`src/rtl/csr_pkg.sv`:
```
// csr_pkg: shared constants, state enum and registered-output bundle for the CSR/SYSTEM issue unit
package csr_pkg;
    localparam logic [6:0] OPC_SYSTEM = 7'b1110011;
    localparam logic [2:0] F3_PRIV   = 3'b000;
    localparam logic [2:0] F3_CSRRW  = 3'b001;
    localparam logic [2:0] F3_CSRRS  = 3'b010;
    localparam logic [2:0] F3_CSRRC  = 3'b011;
    localparam logic [2:0] F3_RSVD   = 3'b100;
    localparam logic [2:0] F3_CSRRWI = 3'b101;
    localparam logic [2:0] F3_CSRRSI = 3'b110;
    localparam logic [2:0] F3_CSRRCI = 3'b111;
    localparam logic [2:0] FN_NONE = 3'b000;
    localparam logic [2:0] FN_RW   = 3'b001;
    localparam logic [2:0] FN_RS   = 3'b010;
    localparam logic [2:0] FN_RC   = 3'b011;
    localparam logic [2:0] FN_RWI  = 3'b100;
    localparam logic [2:0] FN_RSI  = 3'b101;
    localparam logic [2:0] FN_RCI  = 3'b110;
    localparam logic [31:0] INSN_ECALL  = 32'h0000_0073;
    localparam logic [31:0] INSN_EBREAK = 32'h0010_0073;
    localparam logic [31:0] INSN_MRET   = 32'h3020_0073;
    localparam logic [31:0] CAUSE_ILLEGAL    = 32'd2;
    localparam logic [31:0] CAUSE_BREAKPOINT = 32'd3;
    localparam logic [31:0] CAUSE_ECALL_U    = 32'd8;
    localparam logic [31:0] CAUSE_ECALL_M    = 32'd11;
    localparam logic [1:0]  PRIV_M = 2'b11;
    typedef enum logic [1:0] {IDLE, ISSUE, WAIT, TRAP} state_t;
    typedef struct packed {
        logic [11:0] csr_addr;
        logic [2:0]  csr_func;
        logic [31:0] csr_w_data;
        logic [31:0] csr_imm;
        logic        csr_write_enable;
        logic        trap_sources;
        logic [31:0] trap_instr_pc;
        logic [31:0] trap_cause;
        logic        is_mret;
        logic        rd_we;
        logic [4:0]  rd_addr;
        logic [31:0] rd_data;
        logic        redirect_valid;
        logic [31:0] redirect_pc;
        logic        retire;
    } csr_out_t;
endpackage

```
`src/rtl/csr_sys_decode.sv`:
```
// csr_sys_decode: combinational classification of a latched SYSTEM instruction
module csr_sys_decode import csr_pkg::*; (
    input  logic [31:0] instr,
    input  logic [1:0]  privilege,
    output logic        is_csr,
    output logic        is_mret,
    output logic [2:0]  func,
    output logic [31:0] cause
);
    // translate ISA funct3 into the CSR file's operation code; PRIV/reserved map to none
    always_comb begin
        func = FN_NONE;
        case (instr[14:12])
            F3_CSRRW:          func = FN_RW;
            F3_CSRRS:          func = FN_RS;
            F3_CSRRC:          func = FN_RC;
            F3_CSRRWI:         func = FN_RWI;
            F3_CSRRSI:         func = FN_RSI;
            F3_CSRRCI:         func = FN_RCI;
            F3_PRIV, F3_RSVD:  func = FN_NONE;
            default:           func = FN_NONE;
        endcase
    end

    assign is_csr  = func != FN_NONE;
    assign is_mret = instr == INSN_MRET;
    assign cause   = instr == INSN_ECALL  ? (privilege == PRIV_M ? CAUSE_ECALL_M : CAUSE_ECALL_U) :
                     instr == INSN_EBREAK ? CAUSE_BREAKPOINT : CAUSE_ILLEGAL;
endmodule

```
`src/rtl/csr_issue.sv`:
```
// csr_issue: execute-stage sequencer for CSR accesses, ECALL/EBREAK/MRET and illegal SYSTEM ops.
// Optional TRAP-state watchdog enabled by defining CSR_TIMEOUT_EN.
module csr_issue import csr_pkg::*; #(
    parameter int TIMEOUT_CYCLES = 16
) (
    input  logic        clk,
    input  logic        reset,
    input  logic        instr_valid,
    input  logic [31:0] instr,
    input  logic [31:0] instr_pc,
    input  logic [31:0] rs1_data,
    input  logic [1:0]  current_privilege,
    input  logic [31:0] csr_r_data,
    input  logic        trap_csr_violation,
    input  logic        flush_trap,
    input  logic        flush_from_interrupt,
    input  logic [31:0] next_pc_in,
    output logic [11:0] csr_addr,
    output logic [2:0]  csr_func,
    output logic [31:0] csr_w_data,
    output logic [31:0] csr_imm,
    output logic        csr_write_enable,
    output logic        trap_sources,
    output logic [31:0] trap_instr_pc,
    output logic [31:0] trap_cause,
    output logic        is_mret,
    output logic        stall,
    output logic        rd_we,
    output logic [4:0]  rd_addr,
    output logic [31:0] rd_data,
    output logic        redirect_valid,
    output logic [31:0] redirect_pc,
    output logic        instr_correctly_executed
);
    state_t     state, state_n;
    csr_out_t   out_q, out_n;
    logic [31:0] instr_q, pc_q, rs1_q;
    logic        accept, timeout, dec_csr, dec_mret;
    logic [2:0]  dec_func;
    logic [31:0] dec_cause;

    if (TIMEOUT_CYCLES < 1) begin : g_bad_timeout
        $error("TIMEOUT_CYCLES must be at least 1");
    end

    // a pending interrupt/MRET flush wins over taking a new instruction
    assign accept = reset && state == IDLE && !flush_from_interrupt && instr_valid && instr[6:0] == OPC_SYSTEM;
    assign stall  = reset && (accept || state != IDLE);

    csr_sys_decode u_dec (
        .instr     (instr_q),
        .privilege (current_privilege),
        .is_csr    (dec_csr),
        .is_mret   (dec_mret),
        .func      (dec_func),
        .cause     (dec_cause)
    );

`ifdef CSR_TIMEOUT_EN
    logic [$clog2(TIMEOUT_CYCLES + 1)-1:0] trap_cnt;
    // count cycles spent waiting in TRAP; cleared whenever we are elsewhere
    always_ff @(posedge clk) trap_cnt <= (!reset || state != TRAP) ? '0 : trap_cnt + 1'b1;
    assign timeout = state == TRAP && int'(trap_cnt) == TIMEOUT_CYCLES - 1;
`else
    assign timeout = 1'b0;
`endif

    // capture the accepted instruction and its operands
    always_ff @(posedge clk) begin
        if (accept) begin
            instr_q <= instr;
            pc_q    <= instr_pc;
            rs1_q   <= rs1_data;
        end
    end

    // state and registered strobes; every strobe defaults low so it lasts one cycle
    always_ff @(posedge clk) begin
        if (!reset) begin
            state <= IDLE;
            out_q <= '0;
        end else begin
            state <= state_n;
            out_q <= out_n;
        end
    end

    // next state and next strobe values
    always_comb begin
        state_n = state;
        out_n   = '0;
        case (state)
            IDLE: begin
                out_n.redirect_valid = flush_from_interrupt && !out_q.redirect_valid;
                out_n.redirect_pc    = (flush_from_interrupt && !out_q.redirect_valid) ? next_pc_in : '0;
                state_n              = accept ? ISSUE : IDLE;
            end
            ISSUE: begin
                if (dec_csr) begin
                    out_n.csr_write_enable = 1'b1;
                    out_n.csr_addr         = instr_q[31:20];
                    out_n.csr_func         = dec_func;
                    out_n.csr_w_data       = rs1_q;
                    out_n.csr_imm          = {27'b0, instr_q[19:15]};
                    state_n                = WAIT;
                end else begin
                    out_n.is_mret       = dec_mret;
                    out_n.trap_sources  = !dec_mret;
                    out_n.trap_cause    = dec_mret ? '0 : dec_cause;
                    out_n.trap_instr_pc = dec_mret ? '0 : pc_q;
                    state_n             = TRAP;
                end
            end
            WAIT: begin
                if (trap_csr_violation) begin
                    out_n.trap_sources  = 1'b1;
                    out_n.trap_cause    = CAUSE_ILLEGAL;
                    out_n.trap_instr_pc = pc_q;
                    state_n             = TRAP;
                end else begin
                    out_n.rd_we   = |instr_q[11:7];
                    out_n.rd_addr = instr_q[11:7];
                    out_n.rd_data = csr_r_data;
                    out_n.retire  = 1'b1;
                    state_n       = IDLE;
                end
            end
            TRAP: begin
                if (flush_trap || flush_from_interrupt) begin
                    out_n.redirect_valid = 1'b1;
                    out_n.redirect_pc    = next_pc_in;
                    out_n.retire         = dec_mret;
                    state_n              = IDLE;
                end else if (timeout) begin
                    out_n.redirect_valid = 1'b1;
                    out_n.redirect_pc    = pc_q + 32'd4;
                    state_n              = IDLE;
                end
            end
            default: state_n = IDLE;
        endcase
    end

    assign csr_addr                 = out_q.csr_addr;
    assign csr_func                 = out_q.csr_func;
    assign csr_w_data               = out_q.csr_w_data;
    assign csr_imm                  = out_q.csr_imm;
    assign csr_write_enable         = out_q.csr_write_enable;
    assign trap_sources             = out_q.trap_sources;
    assign trap_instr_pc            = out_q.trap_instr_pc;
    assign trap_cause               = out_q.trap_cause;
    assign is_mret                  = out_q.is_mret;
    assign rd_we                    = out_q.rd_we;
    assign rd_addr                  = out_q.rd_addr;
    assign rd_data                  = out_q.rd_data;
    assign redirect_valid           = out_q.redirect_valid;
    assign redirect_pc              = out_q.redirect_pc;
    assign instr_correctly_executed = out_q.retire;
endmodule

```
`config.mk`:
```
export PLATFORM = sky130hd
export DESIGN_NAME = csr_issue
export DESIGN_NICKNAME = d
export VERILOG_FILES = /design/src/rtl/csr_pkg.sv /design/src/rtl/csr_sys_decode.sv /design/src/rtl/csr_issue.sv
export SDC_FILE = /design/constraint.sdc
export NUM_CORES = 1
export LEC_CHECK = 0
export ABC_AREA = 1
export CAP_MARGIN = 25
export CORE_MARGIN = 10
export CORE_UTILIZATION = 25
export CTS_CLUSTER_DIAMETER = 60
export DETAILED_ROUTE_END_ITERATION = 7
export HOLD_SLACK_MARGIN = 0.15
export PLACE_DENSITY_LB_ADDON = 0.3
export SLEW_MARGIN = 40
export SYNTH_ARGS = -nofsm -noshare
export SYNTH_HDL_FRONTEND = slang
export SYNTH_SLANG_ARGS = --single-unit
```
`constraint.sdc`:
```
create_clock -name clk -period 4.58 [get_ports clk]
set_clock_uncertainty 0.15 [all_clocks]
set_input_delay 0.458 -clock clk [delete_from_list [all_inputs] [get_ports clk]]
set_output_delay 0.458 -clock clk [all_outputs]
set_load 0.005 [all_outputs]
```
==> summary.md <==
| Metric | Value |
|---|---|
| Final setup viols | `0` |
| DRT Wirelength | `24930 um` |
| Crit start category | `register` |
| Filler instances | `3381` |
| Die width | `206.4 um` |
| Synth-to-Final Area Change | `52.54%` |
| Hold Fails Final Rpt | `0` |
| Sequential area share after synthesis | `71.68%` |
| Hold Crit Class | `in2reg` |
| Outcome | `finished, final reports clean` |
| Critical Path Fanout Max | `5` |
| Post-DP HPWL | `19070 um` |
| Most common cell after layout, fill and taps aside | `clkdlybuf4s50_1` |
| Final net count | `1278` |
| Clock transition at path regs | `60 ps` |
| CP endpoint kind | `output port` |
| PostCTS Resize Cnt | `0` |
| DRC Markers | `0` |
| Slew HR | `60.63%` |
| Share of the synthesized area in the top cell type | `38.49%` |
| Post-synthesis cell area | `8686 sq um` |
| Initial Utilization | `25.27%` |
| Largest area contributor in the netlist | `dfxtp_1` |
| Gr ovfl total | `0` |
| CTS buffer count | `31` |
| Final Slew Violations | `0` |
| Gr busiest metal | `met2` |
| First-pass GRT wire length | `35630 um` |
| Most frequent cells in the layout | `clkdlybuf4s50_1 (330), dfxtp_1 (167), nor2_1 (148)` |
| Vias in the first global route | `5935` |
| Vias | `5809` |
| Root buf cell | `clkbuf_16` |
| Overall Global Routing Usage | `10.92%` |
| CTS tree | `yes` |
| Synth cell types | `33` |
| Port-buffer cells | `330` |
| Core area | `34370 sq um` |
| FP Rows | `68` |
| PwrDens | `375.0 nW/um^2` |
| Initial antenna violation count | `1` |
| Met2 usage | `18.71%` |
| FMAX | `0.3387 GHz` |
| Max Root-Sink Buffers | `3` |
| Critical Path RT | `3970 ps` |
| Met1 usage | `11.93%` |
| Insertion delay to the later sink of the worst-skew pair | `560 ps` |
| Peak supply drop | `264.4 uV` |
| Post CTS Setup Buffer Count | `0` |
| Post-synth ARST share | `0%` |
| Lkg Pwr | `5.503 nW` |
| Fin crit period | `2952 ps` |
| Total clock sinks | `263` |
| Die ar. | `42600 sq um` |
| Area contributors post-synth | `dfxtp_1 (38%), edfxtp_1 (33%), nor2_1 (6.4%), inv_1 (6.1%), buf_4 (4.8%)` |
| DRT antenna net count | `0` |
| Vias per cell | `3.663` |
| Crit share post-route | `64.46%` |
| Avg Inst Size Synth | `11.47 sq um` |
| Layout cell share with drive strength beyond 1 | `7.788%` |
| Setup TNS | `0 ps` |
| Maxcap violations | `0` |
| CP arrival | `2340 ps` |
| Mapped Cells | `757` |
| Wire per inst | `15.72 um` |
| Gpl congestion | `0.7144` |
| Initial DRC Count | `202` |
| Synth Register Bits | `263` |
| Syn. warnings | `0` |
| Largest net degree at the start of global routing | `59` |
| Die height | `206.4 um` |
| Crit path kind | `reg2out` |
| Worst Max-Slew Pin Slew | `590.5 ps` |
| RSZ-0062 raised after global routing | `false` |
| Total Power | `4.968 mW` |
| Post-synth EDFFs | `96` |
| I/O Pins | `387` |
| H-tree levels | `1` |
| Synth Flop Type | `dfxtp_1` |
| Post-CTS Hold Buffers | `0` |
| Drt first pass iters | `4` |
| GR Util met3 | `4.765%` |
## final cells by class
class	count	area, sq um	share of cell area, %
clock buffer	47	895.9	6.762
tap	455	569.3	4.297
antenna	1	2.502	0.01889
clock inverter	11	80.08	0.6044
sequential	263	6226	46.99
inverter	150	565.5	4.269
multi-input combinational	324	1556	11.75
timing repair buffer	335	3353	25.31
## where the power goes
part           switching, mW  leakage, nW  internal [mW]
combinational         0.0648         2.81          0.150
clock                  0.963        0.480           1.36
sequential           0.00327         2.21           2.43
total                   1.03         5.50           3.94
## layer usage
| layer | wire length, um | up-vias |
|---|---|---|
| met5 | 0 | - |
| met4 | 589 | 0 |
| met3 | 2620 | 33 |
| met2 | 12300 | 228 |
| met1 | 9410 | 2651 |
| li1 | - | 2897 |
## final timing paths
| check | start | endpoint | slack (ps) | cells after the start |
|---|---|---|---|---|
| max | state[0] | stall | 1630 | 7 |
| min | csr_r_data[27] | rd_data[27] | 270 | 3 |
| max reg2reg | state[0] | instr_q[12] | 2110 | 7 |
| min reg2reg | u_dec.func[2] | csr_func[2] | 280 | 2 |
## metrics by stage
step | instance area [sq um] | setup WS (ps) | utilization, % | hold WS [ps] | std cells
final | 13250 | 1628 | 38.54 | 270.4 | 1586
after global routing | 13250 | 1490 | 38.54 | 257.4 | 1586
after CTS | 13250 | 1589 | 38.54 | 239.6 | 1585
after detailed placement | 12270 | 1558 | 35.70 | 279.7 | 1527
after global placement | 12270 | 1588 | 35.70 | 276.9 | 1527
after floorplan | 8892 | 1213 | - | 257.8 | 812
## state kept, by name, summed over array words and instances (netlist names)
register and cells:
csr_imm 5, csr_func 3, instr_q 32, rd_data 32, pc_q 32, trap_instr_pc 32, csr_addr 12, rd_addr 5
csr_write_enable 1, rd_we 1, u_dec.func 3, csr_w_data 32, rs1_q 32, is_mret 1, state 2, redirect_valid 1
trap_cause 3, instr_correctly_executed 1, trap_sources 1, redirect_pc 32
## worst max-delay path, cell delays in order, from the launching register on
cell and delay (ps):
dfxtp_1 350, inv_1 140, ha_1 230, nand4_1 120, inv_2 110, nand3_2 110
a21oi_1 180, clkdlybuf4s50_1 560
## synth_stat cells (5+ instances only)
library cell / n
nand2_2: 6
nand4_1: 6
buf_4: 56
ha_1: 5
inv_1: 141
nor2_1: 148
edfxtp_1: 96
inv_2: 9
a21boi_1: 20
a21boi_2: 9
nand3_1: 11
nand2_1: 36
buf_2: 11
dfxtp_1: 167
## logic make-up (layout without fill, tap and decap cells)
kind of cell | count (synthesis) | count (layout) | synth area share (%)
AO/OA/AOI/OAI | 44 | 44 | 4.019
adder cells (fa/ha/maj) | 5 | 5 | 0.7203
buffers and inverters | 225 | 543 | 12.83
flip-flops | 263 | 263 | 71.68
other | 1 | 57 | 0.04317
AND/OR/NAND/NOR | 219 | 219 | 10.70
No activity file was read; power rests on OpenSTA's default activity.
